`config.mk`:
```
export PLATFORM = sky130hd
export DESIGN_NAME = mem_stream_reader_flat
export DESIGN_NICKNAME = d
export VERILOG_FILES = /design/src/rtl/mem_stream_reader_pkg.sv /design/src/rtl/mem_stream_reader_if.sv /design/src/rtl/mem_stream_reader_st_src_reg.sv /design/src/rtl/mem_stream_reader.sv /design/src/flat_wrapper.sv
export SDC_FILE = /design/constraint.sdc
export NUM_CORES = 1
export LEC_CHECK = 0
export ABC_AREA = 1
export ABC_CLOCK_PERIOD_IN_PS = 2400
export CAP_MARGIN = 0
export CORE_ASPECT_RATIO = 1.25
export CORE_MARGIN = 10
export CORE_UTILIZATION = 56
export CTS_BUF_LIST = sky130_fd_sc_hd__clkbuf_8
export DETAILED_ROUTE_END_ITERATION = 8
export GPL_TIMING_DRIVEN = 0
export PLACE_DENSITY = 0.89
export SYNTH_ARGS = -nofsm -noshare
export SYNTH_HDL_FRONTEND = slang
export SYNTH_SLANG_ARGS = --single-unit
```
`constraint.sdc`:
```
create_clock -name clk_i -period 2.4 [get_ports clk_i]
set_input_delay 0.24 -clock clk_i [delete_from_list [all_inputs] [get_ports clk_i]]
set_output_delay 0.24 -clock clk_i [all_outputs]
set_load 0.02 [all_outputs]
```
`src/rtl/mem_stream_reader_pkg.sv`:
```
// Shared types and sizing helpers for the memory stream reader and its writer counterpart.
package mem_stream_reader_pkg;

  typedef enum logic [1:0] {
    ST_IDLE   = 2'd0,
    ST_STREAM = 2'd1,
    ST_DRAIN  = 2'd2
  } state_e;

  localparam int WORD_DEF = 8;
  localparam int SIZE_DEF = 256;

  // Address width for a buffer of the given depth; never narrower than one bit.
  function automatic int adr_size(input int size);
    return (size > 1) ? $clog2(size) : 1;
  endfunction

endpackage

```
`src/rtl/mem_stream_reader_if.sv`:
```
// Control, memory-port and Avalon-ST source signals of the stream reader.
interface mem_stream_reader_if
  import mem_stream_reader_pkg::*;
#(
  parameter int WORD = WORD_DEF,
  parameter int SIZE = SIZE_DEF
) ();

  localparam int ADR_SIZE = adr_size(SIZE);

  logic                start_i;
  logic [ADR_SIZE:0]   length_i;
  logic [ADR_SIZE-1:0] Adr_o;
  logic [WORD-1:0]     DataRd_i;
  logic [WORD-1:0]     src_data_o;
  logic                src_valid_o;
  logic                src_ready_i;
  logic                src_sop_o;
  logic                src_eop_o;
  logic                busy_o;
  logic                done_o;

  modport slave (
    input  start_i, length_i, DataRd_i, src_ready_i,
    output Adr_o, src_data_o, src_valid_o, src_sop_o, src_eop_o, busy_o, done_o
  );

  modport master (
    output start_i, length_i, DataRd_i, src_ready_i,
    input  Adr_o, src_data_o, src_valid_o, src_sop_o, src_eop_o, busy_o, done_o
  );

endinterface

```
`src/rtl/mem_stream_reader_st_src_reg.sv`:
```
// One-entry Avalon-ST source register: holds data/sop/eop stable until the sink accepts.
module st_src_reg #(
  parameter int WORD = 8
) (
  input  logic            clk_i,
  input  logic            rst_n_i,
  input  logic            load_i,
  input  logic            accept_i,
  input  logic [WORD-1:0] data_i,
  input  logic            sop_i,
  input  logic            eop_i,
  output logic [WORD-1:0] data_o,
  output logic            valid_o,
  output logic            sop_o,
  output logic            eop_o
);

  logic [WORD-1:0] data_q, data_d;
  logic            valid_q, valid_d;
  logic            sop_q, sop_d;
  logic            eop_q, eop_d;

  // Load wins over accept: a simultaneous accept+load replaces the drained beat.
  always_comb begin
    data_d  = data_q;
    valid_d = valid_q;
    sop_d   = sop_q;
    eop_d   = eop_q;
    if (load_i) begin
      data_d  = data_i;
      valid_d = 1'b1;
      sop_d   = sop_i;
      eop_d   = eop_i;
    end else if (accept_i) begin
      valid_d = 1'b0;
      sop_d   = 1'b0;
      eop_d   = 1'b0;
    end
  end

  always_ff @(posedge clk_i) begin
    if (!rst_n_i) begin
      data_q  <= '0;
      valid_q <= 1'b0;
      sop_q   <= 1'b0;
      eop_q   <= 1'b0;
    end else begin
      data_q  <= data_d;
      valid_q <= valid_d;
      sop_q   <= sop_d;
      eop_q   <= eop_d;
    end
  end

  assign data_o  = data_q;
  assign valid_o = valid_q;
  assign sop_o   = sop_q;
  assign eop_o   = eop_q;

endmodule

```
`src/rtl/mem_stream_reader.sv`:
```
// Streams words 0..length-1 of the frame buffer out as a single Avalon-ST packet.
module mem_stream_reader
  import mem_stream_reader_pkg::*;
#(
  parameter int WORD = WORD_DEF,
  parameter int SIZE = SIZE_DEF
) (
  input logic                clk_i,
  input logic                rst_n_i,
  mem_stream_reader_if.slave bus
);

  localparam int ADR_SIZE = adr_size(SIZE);

  state_e            state_q, state_d;
  logic [ADR_SIZE:0] idx_q, idx_d;
  logic [ADR_SIZE:0] len_q, len_d;
  logic [ADR_SIZE:0] last_idx;
  logic              done_q, done_d;
  logic              load;
  logic              accept;
  logic              is_first;
  logic              is_last;
  logic [WORD-1:0]   src_data;
  logic              src_valid;
  logic              src_sop;
  logic              src_eop;

  // Index is one bit wider than the address so a full-depth packet ends without wrapping.
  assign last_idx = len_q - 1'b1;
  assign is_first = (idx_q == '0);
  assign is_last  = (idx_q == last_idx);
  assign load     = (state_q == ST_STREAM) && (!src_valid || bus.src_ready_i);
  assign accept   = src_valid && bus.src_ready_i;

  always_comb begin
    state_d = state_q;
    idx_d   = idx_q;
    len_d   = len_q;
    done_d  = 1'b0;
    case (state_q)
      ST_IDLE: begin
        if (bus.start_i) begin
          if (bus.length_i != '0) begin
            len_d   = bus.length_i;
            idx_d   = '0;
            state_d = ST_STREAM;
          end else begin
            done_d = 1'b1;
          end
        end
      end
      ST_STREAM: begin
        if (load) begin
          idx_d = idx_q + 1'b1;
          if (is_last) begin
            state_d = ST_DRAIN;
          end
        end
      end
      ST_DRAIN: begin
        // Clearing the index here keeps the address bus at 0 whenever idle.
        if (accept) begin
          idx_d   = '0;
          state_d = ST_IDLE;
          done_d  = 1'b1;
        end
      end
      default: begin
        idx_d   = '0;
        state_d = ST_IDLE;
      end
    endcase
  end

  always_ff @(posedge clk_i) begin
    if (!rst_n_i) begin
      state_q <= ST_IDLE;
      idx_q   <= '0;
      len_q   <= '0;
      done_q  <= 1'b0;
    end else begin
      state_q <= state_d;
      idx_q   <= idx_d;
      len_q   <= len_d;
      done_q  <= done_d;
    end
  end

  st_src_reg #(
    .WORD (WORD)
  ) u_src_reg (
    .clk_i    (clk_i),
    .rst_n_i  (rst_n_i),
    .load_i   (load),
    .accept_i (accept),
    .data_i   (bus.DataRd_i),
    .sop_i    (is_first),
    .eop_i    (is_last),
    .data_o   (src_data),
    .valid_o  (src_valid),
    .sop_o    (src_sop),
    .eop_o    (src_eop)
  );

  assign bus.Adr_o       = idx_q[ADR_SIZE-1:0];
  assign bus.src_data_o  = src_data;
  assign bus.src_valid_o = src_valid;
  assign bus.src_sop_o   = src_sop;
  assign bus.src_eop_o   = src_eop;
  assign bus.busy_o      = (state_q != ST_IDLE);
  assign bus.done_o      = done_q;

endmodule

```
`src/flat_wrapper.sv`:
```
// flat-port wrapper written by rule: the top's interface ports become plain ports
module mem_stream_reader_flat import mem_stream_reader_pkg::*;
#(
  parameter int WORD = WORD_DEF,
  parameter int SIZE = SIZE_DEF
)
  (clk_i, rst_n_i, bus_start_i, bus_length_i, bus_DataRd_i, bus_src_ready_i, bus_Adr_o, bus_src_data_o, bus_src_valid_o, bus_src_sop_o, bus_src_eop_o, bus_busy_o, bus_done_o);
  mem_stream_reader_if #(.WORD(WORD), .SIZE(SIZE)) bus_i ();
  input logic clk_i;
  input logic rst_n_i;
  input wire logic [$bits(bus_i.start_i)-1:0] bus_start_i;
  input wire logic [$bits(bus_i.length_i)-1:0] bus_length_i;
  input wire logic [$bits(bus_i.DataRd_i)-1:0] bus_DataRd_i;
  input wire logic [$bits(bus_i.src_ready_i)-1:0] bus_src_ready_i;
  output wire logic [$bits(bus_i.Adr_o)-1:0] bus_Adr_o;
  output wire logic [$bits(bus_i.src_data_o)-1:0] bus_src_data_o;
  output wire logic [$bits(bus_i.src_valid_o)-1:0] bus_src_valid_o;
  output wire logic [$bits(bus_i.src_sop_o)-1:0] bus_src_sop_o;
  output wire logic [$bits(bus_i.src_eop_o)-1:0] bus_src_eop_o;
  output wire logic [$bits(bus_i.busy_o)-1:0] bus_busy_o;
  output wire logic [$bits(bus_i.done_o)-1:0] bus_done_o;
  assign bus_i.start_i = bus_start_i;
  assign bus_i.length_i = bus_length_i;
  assign bus_i.DataRd_i = bus_DataRd_i;
  assign bus_i.src_ready_i = bus_src_ready_i;
  assign bus_Adr_o = bus_i.Adr_o;
  assign bus_src_data_o = bus_i.src_data_o;
  assign bus_src_valid_o = bus_i.src_valid_o;
  assign bus_src_sop_o = bus_i.src_sop_o;
  assign bus_src_eop_o = bus_i.src_eop_o;
  assign bus_busy_o = bus_i.busy_o;
  assign bus_done_o = bus_i.done_o;
  mem_stream_reader #(.WORD(WORD), .SIZE(SIZE)) u_core (.clk_i(clk_i), .rst_n_i(rst_n_i), .bus(bus_i));
endmodule
```
==> run_results.csv <==
group,metric,value,unit
drt,wl_met3,203,µm
drt,wl_per_cell,12.6,µm
global_route,grt_overflow_total,0,
pwr,ir_worst_vdd,0.000572,V
pwr,power_density,599,mW/mm²
job,cap_violations,0,
critical_path,reg2reg_slack,660,ps
yosys,ys_warn_count,0,
critical_path,crit_chain,"buf_4, clkdlybuf4s50_1",
yosys,synth-simple-area-share,0.369,
clocking,cts-buffers-inserted,5,
drt,drc,0,
drt,wirelength,4740,µm
hold_path,min_from,"rst_n_i",
clocking,htree_levels,2,
clocking,clk_latency,290,ps
yosys,seq_area_frac_synth,0.338,
drt,ant_nets,0,
critical_path,slowest_delay,590,ps
drt,routed_via_density,5.27,
timing,hold_viol,0,
critical_path,critPathArrivalTime,1540,ps
clocking,cts_buffer_depth,2,
global_route,antenna_found_initial,0,
layout,drive_gt1_frac,0.114,
drt,dr.pass1.iters,4,
layout,layout_common_cells,"70 x nand2_1, 40 x clkdlybuf4s50_1, 39 x nor2_1",
critical_path,cpMaxStageDelayCell,"clkdlybuf4s50_1",
yosys,synth_cells,293,
layout,syn2layout_area_growth,29.5,%
global_route,grt_max_degree,12,
clocking,cts-root-buf,"clkbuf_8",
yosys,synthAdderAreaFrac,0.0198,
global_route,first_global_vias,1994,
floorplan,die_y,85.0,µm
critical_path,end_kind,"output port",
timing,post-route-min-period,1780,ps
timing,relSlewSlack,0.707,
clocking,clock_sinks,32,
layout,antennaDiodeCount,0,
pwr,finalPower,1.47,mW
drt,route.met2.wl,2450,µm
timing,max_freq,562,MHz
floorplan,initial_utilization,0.588,
global_route,grt_pass1_wl,8220,µm
layout,layout.area.seq,641,µm²
critical_path,start_kind,"register",
clocking,cts_tree,"yes",
critical_path,r2r-end,"u_core.u_src_reg.eop_o$_SDFFE_PN0P_",
drt,drt_iter0_drc,105,
yosys,synth_top_family_by_area,"simple AND/OR/NAND/NOR gates",
drt,num_vias,1993,
critical_path,required,2160,ps
pwr,cellLeakagePower,1.06,nW
yosys,avgSynthCellArea,6.47,µm²
critical_path,critPathLaunch,"u_core.idx_q[5]$_SDFFE_PN0P_",
timing,worst_slew_pin_slew,437,ps
hold_path,hold_class,"in -> reg",
timing,setup_viol,0,
timing,post-route-period-util,0.741,
drt,wl_met1,1930,µm
yosys,synth-seq-cells,32,
layout,final_common_cell,"nand2_1",
place,dp_hpwl,3700,µm
hold_path,worstHoldPathCells,3,
clocking,holdBufCountCts,0,
floorplan,die-width,72.0,µm
layout,multi_input_area,0.00101,mm²
layout,layout.nets,364,
place,port_buffers,40,
layout,final_util,0.761,
critical_path,timing.rr.start,"u_core.len_q[0]$_SDFFE_PN0P_",
clocking,cts_setup_buffers,0,
yosys,synth_compound_area_frac,0.120,
floorplan,rows,23,
critical_path,endpoint,"bus_Adr_o[5]",
floorplan,fp.dieArea,0.00612,mm²
floorplan,io_pins,42,
critical_path,crit_path_max_fanout,7,
drt,top_layer_used,"met4",
clocking,clk_pin_slew_worst_paths,70,ps
yosys,synth_xor_area_frac,0.0231,
place,place_congestion,0.876,
critical_path,crit_type,"reg -> out",
timing,maxSlewViolCount,0,
yosys,synthMuxAreaShare,0,
global_route,grt_usage,0.161,
timing,rsz0062_at_grt,"no",
timing,tns,0,ps
yosys,syn_area,0.00189,mm²
floorplan,core_area,0.00322,mm²
critical_path,reg2reg_depth,11,
yosys,syn_nets,317,
timing,skew,6.71,ps
layout,fill_cells,280,
yosys,synth.distinct_cells,30,
clocking,post_cts_resized,0,
status,status,"complete, no violations",
[how the worst min path moves through the flow]
| stage | end |
|---|---|
| final | u_core.len_q[2]$_SDFFE_PN0P_ |
| after global routing | u_core.len_q[2]$_SDFFE_PN0P_ |
| after CTS | u_core.len_q[2]$_SDFFE_PN0P_ |
| after detailed placement | u_core.u_src_reg.data_o[6]$_SDFFE_PN0P_ |
| after global placement | u_core.u_src_reg.data_o[6]$_SDFFE_PN0P_ |
| after floorplan | u_core.len_q[7]$_SDFFE_PN0P_ |
[state kept, by name (all words and copies together), names as in the netlist]
signal / cells
u_core.len_q: 9
u_core.u_src_reg.data_o: 8
u_core.bus.done_o: 1
u_core.state_q: 2
u_core.u_src_reg.sop_o: 1
u_core.u_src_reg.eop_o: 1
u_core.idx_q: 9
u_core.u_src_reg.valid_o: 1
[metrics by stage]
step / worst slack, ps / hold slack, ps / instances / cell area (µm²)
floorplan: 959 / 375 / 293 / 1890
global placement: 575 / 461 / 370 / 2340
detailed placement: 558 / 470 / 370 / 2340
CTS: 610 / 257 / 378 / 2450
global route: 556 / 259 / 378 / 2450
finish: 621 / 260 / 378 / 2450
[worst max-delay path: cells and delay by family (launching register included)]
| kind | cells | cell delay, ps |
|---|---|---|
| buffers and inverters | 2 | 750 |
| flip-flops | 1 | 500 |
[final cells by class]
cell class | count | share of cell area
Multi-Input combinational cell | 207 | 0.411
Sequential cell | 32 | 0.261
Timing Repair Buffer | 40 | 0.163
Inverter | 40 | 0.0612
Buffer | 14 | 0.0393
Clock buffer | 5 | 0.0281
Tap cell | 37 | 0.0189
Clock inverter | 3 | 0.0173
[where the power goes]
group	total, mW	switching [mW]	internal [mW]
clock	0.520	0.213	0.307
combinational	0.356	0.205	0.152
sequential	0.591	0.0269	0.564
[kinds of logic after synthesis]
family / count (synthesis)
xor+xnor: 5
fa+ha+maj: 3
compound gates: 44
simple gates: 155
flops: 32
buf+inv: 54
[synthesized netlist by cell type]
library cell  count  area share
nand2_1          70        0.14
nor2_1           39       0.077
dfxtp_1          32        0.34
inv_1            32       0.063
a21oi_1          20       0.053
nand3_1          20       0.053
o21ai_0          18       0.048
buf_4             9       0.036
nand4_1           6       0.020
inv_2             5      0.0099
o21ai_1           5       0.013
clkinv_1          3      0.0059
ha_1              3       0.020
nand2_2           3      0.0099
nor2_2            3      0.0099
nor2_4            3       0.018
xor2_1            3       0.014
buf_2             2      0.0053
clkbuf_1          2      0.0040
nand3b_1          2      0.0079
nor3_1            2      0.0053
nor4_1            2      0.0066
xnor2_1           2      0.0092
a211oi_2          1      0.0066
and2_4            1      0.0046
buf_6             1      0.0059
nand3_2           1      0.0053
nor3_2            1      0.0053
nor3b_1           1      0.0040
or2_2             1      0.0033
[routing by layer]
metal  track usage  up-vias
met1         0.159      904
met5             0        -
met4        0.0847        0
met2         0.289       60
met3        0.0536       15
li1              -     1014
(Power assumes the default switching activity.)
